[config.mk]
export PLATFORM = sky130hd
export DESIGN_NAME = riscv_mem_arbiter
export DESIGN_NICKNAME = d
export VERILOG_FILES = /design/src/rtl/riscv_mem_arbiter.sv
export SDC_FILE = /design/constraint.sdc
export NUM_CORES = 1
export LEC_CHECK = 0
export CORE_AREA = 2 2 101 103
export CTS_BUF_LIST = sky130_fd_sc_hd__clkbuf_16
export CTS_CLUSTER_DIAMETER = 200
export CTS_CLUSTER_SIZE = 28
export DETAILED_ROUTE_END_ITERATION = 8
export DIE_AREA = 0 0 103 105
export DONT_BUFFER_PORTS = 1
export PLACE_DENSITY = 0.52
export SLEW_MARGIN = 20
export SYNTH_ARGS = -nofsm -noshare
export SYNTH_HDL_FRONTEND = slang
export SYNTH_SLANG_ARGS = --single-unit
[constraint.sdc]
create_clock -name clk -period 3.65 [get_ports clk]
set_clock_uncertainty 0.1 [all_clocks]
set_input_delay 0.73 -clock clk [delete_from_list [all_inputs] [get_ports clk]]
set_output_delay 0.73 -clock clk [all_outputs]
set_load 0.01 [all_outputs]
[src/rtl/riscv_mem_arbiter.sv]
// Fetch/data arbiter for a single-ported synchronous word RAM: one access per grant, 2-cycle cadence.
// Optional ARB_ROUND_ROBIN_EN: contended grants alternate; otherwise the data port always wins.
module riscv_mem_arbiter #(
  parameter int ADDR_W = 32,
  parameter int DATA_W = 32,
  parameter int DEPTH  = 1024,
  localparam int AW    = $clog2(DEPTH)
) (
  input  logic              clk,
  input  logic              rst_n,
  input  logic              if_req,
  input  logic [ADDR_W-1:0] if_addr,
  output logic              if_gnt,
  output logic              if_rvalid,
  output logic [DATA_W-1:0] if_rdata,
  input  logic              d_req,
  input  logic              d_we,
  input  logic [ADDR_W-1:0] d_addr,
  input  logic [DATA_W-1:0] d_wdata,
  output logic              d_gnt,
  output logic              d_rvalid,
  output logic [DATA_W-1:0] d_rdata,
  output logic              mem_en,
  output logic              mem_we,
  output logic [AW-1:0]     mem_addr,
  output logic [DATA_W-1:0] mem_wdata,
  input  logic [DATA_W-1:0] mem_rdata,
  output logic              busy,
  output logic [15:0]       conflict_cnt
);

  typedef enum logic [1:0] {IDLE, ACCESS, RESP} state_e;

  localparam logic [ADDR_W:0] ADDR_LIM = (ADDR_W+1)'(DEPTH) << 2;

  state_e            state_q, state_d;
  logic              own_d_q, own_d_d;   // 1 = data port owns the access
  logic              rd_ok_q, rd_ok_d;   // in-range read: pass mem_rdata through
  logic              if_gnt_q, if_gnt_d, d_gnt_q, d_gnt_d;
  logic              if_rvalid_q, if_rvalid_d, d_rvalid_q, d_rvalid_d;
  logic              mem_en_q, mem_en_d, mem_we_q, mem_we_d;
  logic [AW-1:0]     mem_addr_q, mem_addr_d;
  logic [DATA_W-1:0] mem_wdata_q, mem_wdata_d;
  logic [15:0]       cnt_q, cnt_d;

  logic              pick_d, contend, sel_we, in_rng;
  logic [ADDR_W-1:0] sel_addr;

  assign contend = if_req & d_req;

`ifdef ARB_ROUND_ROBIN_EN
  logic ptr_q, ptr_d;  // 0 favours data, 1 favours fetch
  assign pick_d = d_req & (~if_req | ~ptr_q);
`else
  assign pick_d = d_req;
`endif

  assign sel_addr = pick_d ? d_addr : if_addr;
  assign sel_we   = pick_d & d_we;
  assign in_rng   = {1'b0, sel_addr} < ADDR_LIM;

  always_comb begin
    state_d     = state_q;
    own_d_d     = own_d_q;
    rd_ok_d     = rd_ok_q;
    if_gnt_d    = 1'b0;
    d_gnt_d     = 1'b0;
    if_rvalid_d = 1'b0;
    d_rvalid_d  = 1'b0;
    mem_en_d    = 1'b0;
    mem_we_d    = 1'b0;
    mem_addr_d  = mem_addr_q;
    mem_wdata_d = mem_wdata_q;
    cnt_d       = cnt_q;
`ifdef ARB_ROUND_ROBIN_EN
    ptr_d       = ptr_q;
`endif
    case (state_q)
      ACCESS: begin
        state_d     = RESP;
        if_rvalid_d = ~own_d_q;
        d_rvalid_d  = own_d_q;
      end
      default: begin
        if (if_req | d_req) begin
          state_d     = ACCESS;
          own_d_d     = pick_d;
          rd_ok_d     = in_rng & ~sel_we;
          if_gnt_d    = ~pick_d;
          d_gnt_d     = pick_d;
          mem_en_d    = in_rng;
          mem_we_d    = in_rng & sel_we;
          mem_addr_d  = sel_addr[AW+1:2];
          mem_wdata_d = sel_we ? d_wdata : '0;
          if (contend) begin
            cnt_d = (cnt_q == 16'hFFFF) ? cnt_q : cnt_q + 16'd1;
`ifdef ARB_ROUND_ROBIN_EN
            ptr_d = ~ptr_q;
`endif
          end
        end else begin
          state_d = IDLE;
        end
      end
    endcase
  end

  // Async reset drops mem_en/mem_we at once so an in-flight write never commits.
  always_ff @(posedge clk or negedge rst_n) begin
    if (!rst_n) begin
      state_q     <= IDLE;
      own_d_q     <= 1'b0;
      rd_ok_q     <= 1'b0;
      if_gnt_q    <= 1'b0;
      d_gnt_q     <= 1'b0;
      if_rvalid_q <= 1'b0;
      d_rvalid_q  <= 1'b0;
      mem_en_q    <= 1'b0;
      mem_we_q    <= 1'b0;
      mem_addr_q  <= '0;
      mem_wdata_q <= '0;
      cnt_q       <= '0;
`ifdef ARB_ROUND_ROBIN_EN
      ptr_q       <= 1'b0;
`endif
    end else begin
      state_q     <= state_d;
      own_d_q     <= own_d_d;
      rd_ok_q     <= rd_ok_d;
      if_gnt_q    <= if_gnt_d;
      d_gnt_q     <= d_gnt_d;
      if_rvalid_q <= if_rvalid_d;
      d_rvalid_q  <= d_rvalid_d;
      mem_en_q    <= mem_en_d;
      mem_we_q    <= mem_we_d;
      mem_addr_q  <= mem_addr_d;
      mem_wdata_q <= mem_wdata_d;
      cnt_q       <= cnt_d;
`ifdef ARB_ROUND_ROBIN_EN
      ptr_q       <= ptr_d;
`endif
    end
  end

  assign if_gnt       = if_gnt_q;
  assign d_gnt        = d_gnt_q;
  assign if_rvalid    = if_rvalid_q;
  assign d_rvalid     = d_rvalid_q;
  assign if_rdata     = (if_rvalid_q & rd_ok_q) ? mem_rdata : '0;
  assign d_rdata      = (d_rvalid_q & rd_ok_q) ? mem_rdata : '0;
  assign mem_en       = mem_en_q;
  assign mem_we       = mem_we_q;
  assign mem_addr     = mem_addr_q;
  assign mem_wdata    = mem_wdata_q;
  assign busy         = (state_q != IDLE);
  assign conflict_cnt = cnt_q;

endmodule

## Yosys cells after proc, flatten, opt, wreduce, memory -nomap -nowiden

Cells that the tools add are included.

| operators by class | value |
|---|---|
| $mul | 0 |
| bitwise logic cells | 12 |
| reduce and logical (&&, ||, !) cells | 3 |
| div/mod/pow operators | 0 |
| shift operators | 0 |
| eq/ne operators | 2 |
| muxes and demuxes | 16 |
| add/subtract/negate cells | 1 |
| $lt $le $gt $ge | 1 |

Operator list:

| operator | number |
|---|---|
| $mux 32 | 4 |
| $lt 32x13->1 const B | 1 |
| $add 16x1->16 const B | 1 |
| $eq 16x16->1 const B | 1 |
| $mux 1 | 11 |
| $and 1x1->1 | 6 |
| $not 1->1 | 5 |
| $reduce_and 4->1 | 1 |
| $eq 2x1->1 const B | 1 |
| $mux 2 | 1 |
| $reduce_and 2->1 | 1 |
| $reduce_bool 2->1 | 1 |
| $or 1x1->1 | 1 |

| word-level totals | value |
|---|---|
| flip-flop bits (word level) | 68 |
| output and inout port bits | 129 |
| memory bits (writable) | 0 |
| word-level logic and storage cells | 47 |
| memories | 0 |
| latch bits | 0 |
| input port bits | 133 |
| memory bits (read-only) | 0 |

## Depth between registers and ports, before layout

Gate-level depths: netlist (run 1).

| depth | value |
|---|---|
| depth after elaboration | 5 |
| gate-level depth with buffers | 6 |
| gate-level depth less buffers | 5 |

## Least setup slack after synthesis (run 1)

No wires, ideal clock.

| path | value |
|---|---|
| kind | input to register |
| from | in d_req |
| to | reg cnt_q[9], in the netlist conflict_cnt[9] |
| setup time | 126 ps |
| arrival time | 1801 ps |
| path buffers | 1 |
| setup slack | 1623 ps |
| data required time | 3424 ps |
| cell stages on the path | 5 |
| cell sequence | clkbuf_1 nand2_1 nor3_1 nand4b_1 xnor2_1 |

| between the ends | value |
|---|---|
| cells in the longest elaborated chain, start to end | 2 |
| elaborated cells on any way between the ends | 3 |
| those cells by class | bitwise (2); reduce/logical (1) |

Ends and longest elaborated chain:

| element | RTL line | text |
|---|---|---|
| start, declared | 16 | `input logic d_req,` |
| $and 1x1->1 / $or 1x1->1 (equally long branches) | 49, 85 |  |
| $reduce_and 4->1 (no line) * | -- |  |
| end signal, assigned | 138 | `cnt_q <= cnt_d;` |
| end, declared | 44 | `logic [15:0] cnt_q, cnt_d;` |

Every way passes the cells marked *; elsewhere a longest branch is shown, timed or not.
A chain may end at the register's enable or synchronous reset.

## Worst setup path after layout (run 1)

| path | value |
|---|---|
| from | reg if_rvalid_q, in the netlist if_rvalid |
| to | out if_rdata[31] |

| between the ends | value |
|---|---|
| cells in the longest elaborated chain, start to end | 2 |

Ends and longest elaborated chain:

| element | RTL line | text |
|---|---|---|
| start, declared | 40 | `logic if_rvalid_q, if_rvalid_d, d_rvalid_q, d_rvalid_d;` |
| start signal, assigned | 132 | `if_rvalid_q <= if_rvalid_d;` |
| $and 1x1->1 | 149 | `assign if_rdata = (if_rvalid_q & rd_ok_q) ? mem_rdata : '0;` |
| $mux 32 | 149 |  |
| end, declared | 15 | `output logic [DATA_W-1:0] if_rdata,` |

Every way passes these cells.

==> impl_results.md, run 1 <==
- Number of synthesized flops with an enable pin: 0
- Clk Latency, worst-skew pair: around 320 ps
- # resized after CTS: 0
- Origin of the worst setup path: if_rvalid
- Row count: 36
- Die height: around 110 um
- H-tree levels: 3
- Remaining Overflow, GRT: 0
- First-pass GRT wire length: roughly 15000 um
- Synth warn: 0
- Yosys top cell area share: 0.506
- VDD IR max: 0.000274 V
- Global-route track usage on met2: 0.321
- Antenna Nets Post-Route: 0
- Sequential area share after synthesis: 0.506
- CTS Sinks: 68
- Top Family by Delay on Critical Path: flip-flops
- Post-synth top area cell: dfrtp_1
- Seq cells post-synth: ~70
- Tot GR Track Use: 0.181
- PortBufs: 0
- Final Cycle Share: 0.653
- CP max stage cell: dfrtp_1
- Power per cell area: ~670 mW/mm^2
- GP Congestion: 0.811
- Hold-fix buffers, CTS: 1
- DR WL/cell: approximately 21 um
- Top Usage Layer GRT: met2
- WS Path Type: flip-flop to primary output
- Max clock buf depth: 2
- CP Capture Type: primary output
- Crit start category: flip-flop
- Min Hold Slack: about 180 ps
- Filler cell count: roughly 1000
- MaxCap Viol Count: 0
- Finish-stage setup viols: 0
- Static leakage power: 1.99 nW
- Antenna violations before repair: 2
- CTS tree: yes
- Largest net degree at the start of global routing: between 60 and 70
- Drt pass-1 iters: 4
- Asr flop ratio synth: 1.00
- Fraction of layout cells with a size suffix above 1: 0.0658
- Synth cell types: 31
- Reg-to-Reg Start: conflict_cnt[0]
- Mapped Area: roughly 0.0034 mm^2
- Root Buffer: clkbuf_16
- Residual DRC: 0
- Critical Path AT: 1550 ps
- Starting Density: 0.349
- Worst endpoint required time: roughly 2800 ps
- Fmax: about 420 MHz
- Mean Syn Cell Area: 8.99 um^2
- DP HPWL: between 7000 and 8000 um
- Die footprint: about 0.011 mm^2
- Worst-margin pin slew: roughly 1000 ps
- Status: completed
- GR Util met1: 0.205
- Layout overhead on the synthesized area: 13.7%
- RSZ-0062 raised after global routing: no
- M3 GR Usage: 0.0589
- WP buf/inv: 0
- Vias/cell: about 5.4
- Die W: ~100 um
- Final Critical Period: ~2400 ps
- Final Max Slew Viols: 0
- Slew HR: 0.310
- Synth area leaders: dfrtp_1 51%, and3_1 12%, nand2_1 9.4%
- DRT iter0 DRCs: roughly 220
- I/O pins: 262
- Critical path cell sequence: and3_1
- Total Wirelength: 10400 um
- Nets@finish: ~490
- Post-Synthesis Cells: 374
- Post-CTS Setup Inserts: 0
- Ys flop type: dfrtp_1
- Placed cell areas: approximately 0.0035 mm^2
- CTS buffer count: 9
- Min-delay worst type: input port to async pin
- Core area: 0.00964 mm^2
- Post-layout util: 0.396
- Crit-path max cell delay: 900 ps
- Count of final hold-check violations: 0
- Reg clk slew, reported paths: around 60 ps
- Vias: ~2700
- Crit path max fanout: 33
- Syn_nets: 508
- Final setup TNS: 0 ps
- Finished Cell Area: around 0.0038 mm^2
- Vias in the first global route: 2625
==> sequential cells by signal, summed over array words and instances (netlist names) <==
name,flops
state_q,2
mem_en,1
d_rvalid,1
if_rvalid,1
conflict_cnt,16
mem_addr,10
rd_ok_q,1
d_gnt,1
mem_we,1
mem_wdata,32
if_gnt,1
own_d_q,1
==> report_power, final <==
group          switching (mW)  leakage, nW  internal (mW)
registers               0.265        0.898          0.922
clock network           0.316        0.163          0.664
logic                   0.265        0.928          0.125
==> final cells by class <==
class                      count  area (um^2)  share of cell area
sequential                    68         1700               0.445
clock inverter                 7          115              0.0301
multi-input combinational    275         1550               0.406
antenna                        1         2.50            0.000655
inverter                       2         7.51             0.00196
tap                          133          166              0.0435
timing repair buffer           4         50.0              0.0131
clock buffer                   9          225              0.0589
==> metal layers <==
metal	wire length (um)	part of all wire
met3	997	0.095
met2	5350	0.51
met5	13	0.0012
met4	59	0.0056
met1	4020	0.38
==> through the flow <==
step	cells	power [mW]	setup WS (ps)
finish	499	2.56	1270
global route	498	2.72	1160
floorplan	374	1.45	1620
CTS	498	2.60	1270
global placement	481	1.56	1500
detailed placement	481	1.58	1470
==> synth_stat cells, types with 3 or more instances <==
cell type,instances
clkbuf_1,26
dfrtp_1,68
nor3_1,4
and3_1,67
xnor2_1,14
nand3_1,39
nand2_1,84
nand4_1,8
mux2i_1,10
o21ai_0,12
nor4_1,10
nor2_1,7
and2_1,3
==> kinds of logic after synthesis <==
| logic type | count (synthesis) | synth area share |
|---|---|---|
| adders and majority gates | 1 | 0.00372 |
| buffers and inverters | 31 | 0.0350 |
| AOI/OAI and AO/OA | 16 | 0.0272 |
| muxes | 12 | 0.0365 |
| DFF | 68 | 0.506 |
| xor gates and xnor gates | 14 | 0.0365 |
| and+or+nand+nor | 232 | 0.355 |
==> worst paths after layout <==
check,end,slack (ps),depth (start not counted)
worst max-delay path,if_rdata[31],1270,1
worst min-delay path,mem_addr[0],180,1
worst max register to register,conflict_cnt[1],1480,5
worst min register to register,if_rvalid,340,1
max in group asynchronous,rd_ok_q,2970,1
min in group clk,if_rvalid,340,1
==> layout by cell type (no fill, tap or decap), drive strengths merged, types with 2 or more instances in the layout <==
| master | netlist | routed |
|---|---|---|
| nand2 | 85 | 85 |
| dfrtp | 68 | 68 |
| and3 | 67 | 67 |
| nand3 | 39 | 39 |
| xnor2 | 14 | 14 |
| o21ai | 12 | 12 |
| nor4 | 10 | 10 |
| mux2i | 10 | 10 |
| clkbuf | 26 | 9 |
| nand4 | 9 | 9 |
| nor2 | 7 | 7 |
| nor3 | 4 | 4 |
| buf | 3 | 4 |
| and2 | 3 | 3 |
| bufinv | 0 | 3 |
| clkinv | 0 | 3 |
| inv | 2 | 2 |
| nand3b | 2 | 2 |
| mux2 | 2 | 2 |
| and4 | 2 | 2 |
Note: power is estimated with default switching activity, not from simulation.
==> run 2, diff against run 1 <==
==> constraint.sdc (replaced) <==
create_clock -name clk -period 2.35 [get_ports clk]
set_clock_uncertainty 0.1 [all_clocks]
set_input_delay 0.47 -clock clk [delete_from_list [all_inputs] [get_ports clk]]
set_output_delay 0.47 -clock clk [all_outputs]
set_load 0.01 [all_outputs]
==> impl_results.md, run 2 (synthesis results as in run 1) <==
- Status: completed
- Antenna violations before repair: 2
- Drt pass-1 iters: 4
- CP Capture Type: primary output
- Clock power share: 0.324
- Crit path max fanout: 33
- Power consumption: approximately 3.7 mW
- Layout overhead on the synthesized area: 13.4%
- Critical Path AT: about 1600 ps
- Top Family by Delay on Critical Path: flip-flops
- Worst reg2reg path depth: 5
- First-pass GRT wire length: ~15000 um
- VDD IR max: between 0.0004 and 0.0005 V
- Row count: 36
- Max clock buf depth: 2
- CTS buffer count: 9
- Commonest non-fill, non-tap cell in the layout: nand2_1
- Min Hold Slack: between 100 and 150 ps
- Total Wirelength: approximately 10000 um
- RSZ-0062 raised after global routing: no
- Final Max Slew Viols: 0
- DR WL/cell: 20.7 um
- Gate power share: 0.177
- Residual DRC: 0
- Final Cycle Share: 0.907
- Root Buffer: clkbuf_16
- Tot GR Track Use: 0.188
- CTS Sinks: 68
- MaxCap Viol Count: 0
- Reg2Reg Setup Slack: approximately 290 ps
- PortBufs: 0
- Fmax: between 400 and 500 MHz
- Slew HR: 0.433
- Die W: approximately 100 um
- Largest register FFs: 32
- Starting Density: 0.349
- Most frequent cells in the layout: 84 x nand2_1, 68 x dfrtp_1, 67 x and3_1
- Worst-margin pin slew: about 850 ps
- Hold path cells: 1
- Static leakage power: roughly 2 nW
- Post-CTS Setup Inserts: 0
- Switching power: around 1.3 mW
- Crit path depth: 1
- Switch share: 0.358
- Register share of total power: 0.499
- Count of final hold-check violations: 0
- Final setup TNS: 0 ps
- H-tree levels: 3
- Core area: between 0.009 and 0.01 mm^2
- Crit-path max cell delay: around 890 ps
- DP HPWL: between 8000 and 9000 um
- P_int: 2.37 mW
- Remaining Overflow, GRT: 0
- Reg clk slew, reported paths: roughly 60 ps
- Vias: 2762
- Critical path cell sequence: and3_1
- DRT iter0 DRCs: 162
- CTS tree: yes
- I/O pins: about 260
- Fraction of layout cells with a size suffix above 1: 0.0831
- Clk Latency, worst-skew pair: between 300 and 400 ps
- Final Critical Period: roughly 2100 ps
- WP buf/inv: 0
- CP max stage cell: dfrtp_1
- Antenna Nets Post-Route: 0
- Nets@finish: 502
- WS Path Type: flip-flop to primary output
- Vias in the first global route: between 2000 and 3000
- Min-delay worst type: input port to flip-flop
- Vias/cell: between 5 and 6
- Die height: around 110 um
- Die footprint: between 0.01 and 0.015 mm^2
- Largest net degree at the start of global routing: between 60 and 70
- Worst endpoint required time: around 1800 ps
- GP Congestion: 0.808
- Power per cell area: 969 mW/mm^2
- Finish-stage setup viols: 0
- Crit start category: flip-flop
[run 2: cell count changes in the layout (fill, tap and decap cells not counted), sizes merged]
cell / change
buf: +7
bufinv: -3
clkinv: +1
clkinvlp: +1
dlygate4sd3: +1
inv: +1
[run 2: stage by stage]
step / setup WS (ps) / area, um^2 / std cells / util
2_1_floorplan: 375 / 3360 / 374 / -
3_3_place_gp: 338 / 3500 / 488 / 0.363
3_5_place_dp: 317 / 3500 / 488 / 0.363
4_1_cts: 250 / 3810 / 506 / 0.395
5_1_grt: 135 / 3810 / 506 / 0.395
6_report: 218 / 3810 / 507 / 0.395
[run 2: timing repair]
item	4_1_cts	5_1_grt
hold buffers	2	0
gates resized for setup	0	0
endpoints found under the hold margin	68	0
[run 2: path summary, 6_finish.rpt]
path,endpoint,start
min reg2reg,if_rvalid,own_d_q
max reg2reg,conflict_cnt[1],conflict_cnt[0]
min in group asynchronous,mem_addr[4],rst_n
min,if_gnt,d_req
max,if_rdata[17],if_rvalid
max in group asynchronous,conflict_cnt[8],rst_n
[run 2: power by group through the flow]
stage | registers, mW | clock network, mW | logic (mW)
2_1_floorplan | 1.73 | 0 | 0.527
3_3_place_gp | 1.85 | 0 | 0.612
3_5_place_dp | 1.86 | 0 | 0.643
4_1_cts | 1.84 | 1.23 | 0.668
5_1_grt | 1.89 | 1.30 | 0.776
6_report | 1.84 | 1.20 | 0.655
[run 2: area by class of cell]
type,count,area (um^2)
well taps,133,166
multi-input cells,275,1550
clock inverters,7,42.5
clock buffers,9,225
diodes,1,2.50
repair buffers,12,113
inverters,2,7.51
flip-flops and latches,68,1700
fillers,1012,5830
[run 2: routing by layer]
metal  wire [um]  up-vias  GRT usage
met5          17        -          0
li1            -     1281          -
met4         119        2     0.0526
met1        3930     1310      0.206
met2        5400      159      0.330
met3        1020       10     0.0756
==> run 3, diff against run 2 <==
==> constraint.sdc (replaced) <==
create_clock -name clk -period 2.3 [get_ports clk]
set_clock_uncertainty 0.1 [all_clocks]
set_input_delay 0.46 -clock clk [delete_from_list [all_inputs] [get_ports clk]]
set_output_delay 0.46 -clock clk [all_outputs]
set_load 0.01 [all_outputs]
==> impl_results.md, run 3 (synthesis results as in run 1) <==
- Status: completed
- CP max stage cell: dfrtp_1
- Antenna violations before repair: 2
- Commonest non-fill, non-tap cell in the layout: nand2_1
- Vias: roughly 2700
- Root Buffer: clkbuf_16
- Fmax: approximately 480 MHz
- Critical path cell sequence: and3_1
- Starting Density: 0.349
- P_int: approximately 2.7 mW
- Remaining Overflow, GRT: 0
- Drt pass-1 iters: 4
- Die height: ~110 um
- Static leakage power: 2.02 nW
- Row count: 36
- H-tree levels: 3
- Crit path capture: if_rdata[31]
- Switch share: 0.330
- DRT iter0 DRCs: 185
- Die footprint: roughly 0.011 mm^2
- GP Congestion: ~0.78
- Tot GR Track Use: 0.185
- Max clock buf depth: 2
- Clock power share: 0.382
- RSZ-0062 raised after global routing: no
- Crit path depth: 1
- Worst-margin pin slew: 1010 ps
- Clk Latency, worst-skew pair: between 300 and 400 ps
- Most frequent cells in the layout: 84 x nand2_1, 68 x dfrtp_1, 67 x and3_1
- First-pass GRT wire length: roughly 15000 um
- Reg clk slew, reported paths: 50 ps
- Min-delay worst type: input port to flip-flop
- Residual DRC: 0
- R2R Path End: conflict_cnt[1]
- Antenna Nets Post-Route: 0
- WP buf/inv: 0
- Top Family by Delay on Critical Path: flip-flops
- Largest net degree at the start of global routing: 69
- Crit start category: flip-flop
- DR WL/cell: ~21 um
- Layout overhead on the synthesized area: 15.2%
- CTS buffer count: 9
- Die W: about 100 um
- N_diodes: 0
- Non-Filler Instances: a little over 500
- Vias/cell: 5.44
- WS Path Type: flip-flop to primary output
- Worst endpoint required time: roughly 1700 ps
- Final setup TNS: 0 ps
- Final Cycle Share: 0.910
- Count of final hold-check violations: 0
- CTS Sinks: just under 70
- Nets@finish: ~500
- Crit path max fanout: 33
- Switching power: between 1 and 1.5 mW
- Finish-stage setup viols: 0
- Critical Path AT: about 1500 ps
- Final Max Slew Viols: 0
- Power per cell area: 1050 mW/mm^2
- Fraction of layout cells with a size suffix above 1: 0.0780
- Vias in the first global route: approximately 2700
- Total Wirelength: 10400 um
- Crit-path max cell delay: a little under 900 ps
- CP Capture Type: primary output
- Hold path cells: 1
- Worst reg2reg path depth: 5
- VDD IR max: roughly 0.00044 V
- Register share of total power: 0.461
- Reg-to-Reg Start: conflict_cnt[0]
- I/O pins: approximately 260
- PortBufs: 0
- MaxCap Viol Count: 0
- Core area: 0.00964 mm^2
- Cells after DPL: about 490
- Gate power share: 0.158
- Reg2Reg Setup Slack: around 260 ps
- Origin of the worst setup path: if_rvalid
- Slew HR: 0.326
- Final Critical Period: between 2000 and 2500 ps
- Largest register FFs: 32
- CTS tree: yes
- DP HPWL: a little under 8000 um
[run 3: power groups by stage]
| stage | logic (mW) | registers [mW] | clock network [mW] |
|---|---|---|---|
| after global routing | 0.755 | 1.93 | 1.64 |
| after detailed placement | 0.639 | 1.90 | 0 |
| final | 0.642 | 1.88 | 1.55 |
| after floorplan | 0.539 | 1.76 | 0 |
| after CTS | 0.661 | 1.88 | 1.59 |
| after global placement | 0.606 | 1.89 | 0 |
[run 3: repair_timing]
item / CTS / global route
hold endpoints to repair: 68 / 0
buffers inserted: 0 / 0
hold buffers: 2 / 0
setup endpoints to repair: 0 / 0
resized for setup: 0 / 0
[run 3: final cells by class]
class / count / area [um^2]
clock buffers: 9 / 225
inverters: 2 / 7.51
well taps: 133 / 166
clock inverters: 7 / 114
multi-input cells: 275 / 1550
fillers: 991 / 5770
repair buffers: 11 / 105
flip-flops and latches: 68 / 1700
[run 3: routing by layer]
layer,vias to the layer above,global-route usage,part of all wire
li1,1275,-,-
met1,1305,0.202,0.37
met2,153,0.329,0.52
met3,12,0.0662,0.10
met4,2,0.0555,0.010
met5,-,0,0.0013
[run 3: stage by stage]
stage                     hold WS [ps]  utilization  cell area [um^2]  setup slack (ps)  power, mW
after floorplan                   64.4            -              3360               325       2.30
after global placement            65.7        0.363              3500               291       2.50
after detailed placement          65.6        0.363              3500               263       2.53
after CTS                          106        0.402              3870               248       4.13
after global routing               106        0.402              3870               106       4.33
final                              115        0.402              3870               206       4.07
[run 3: worst min-delay path by stage]
| stage | start | end | slack, ps |
|---|---|---|---|
| global placement | rst_n | mem_wdata[31] | 70 |
| CTS | d_req | if_gnt | 110 |
| finish | d_req | if_gnt | 120 |
| global route | d_req | if_gnt | 110 |
| floorplan | rst_n | conflict_cnt[0] | 60 |
| detailed placement | rst_n | mem_wdata[31] | 70 |
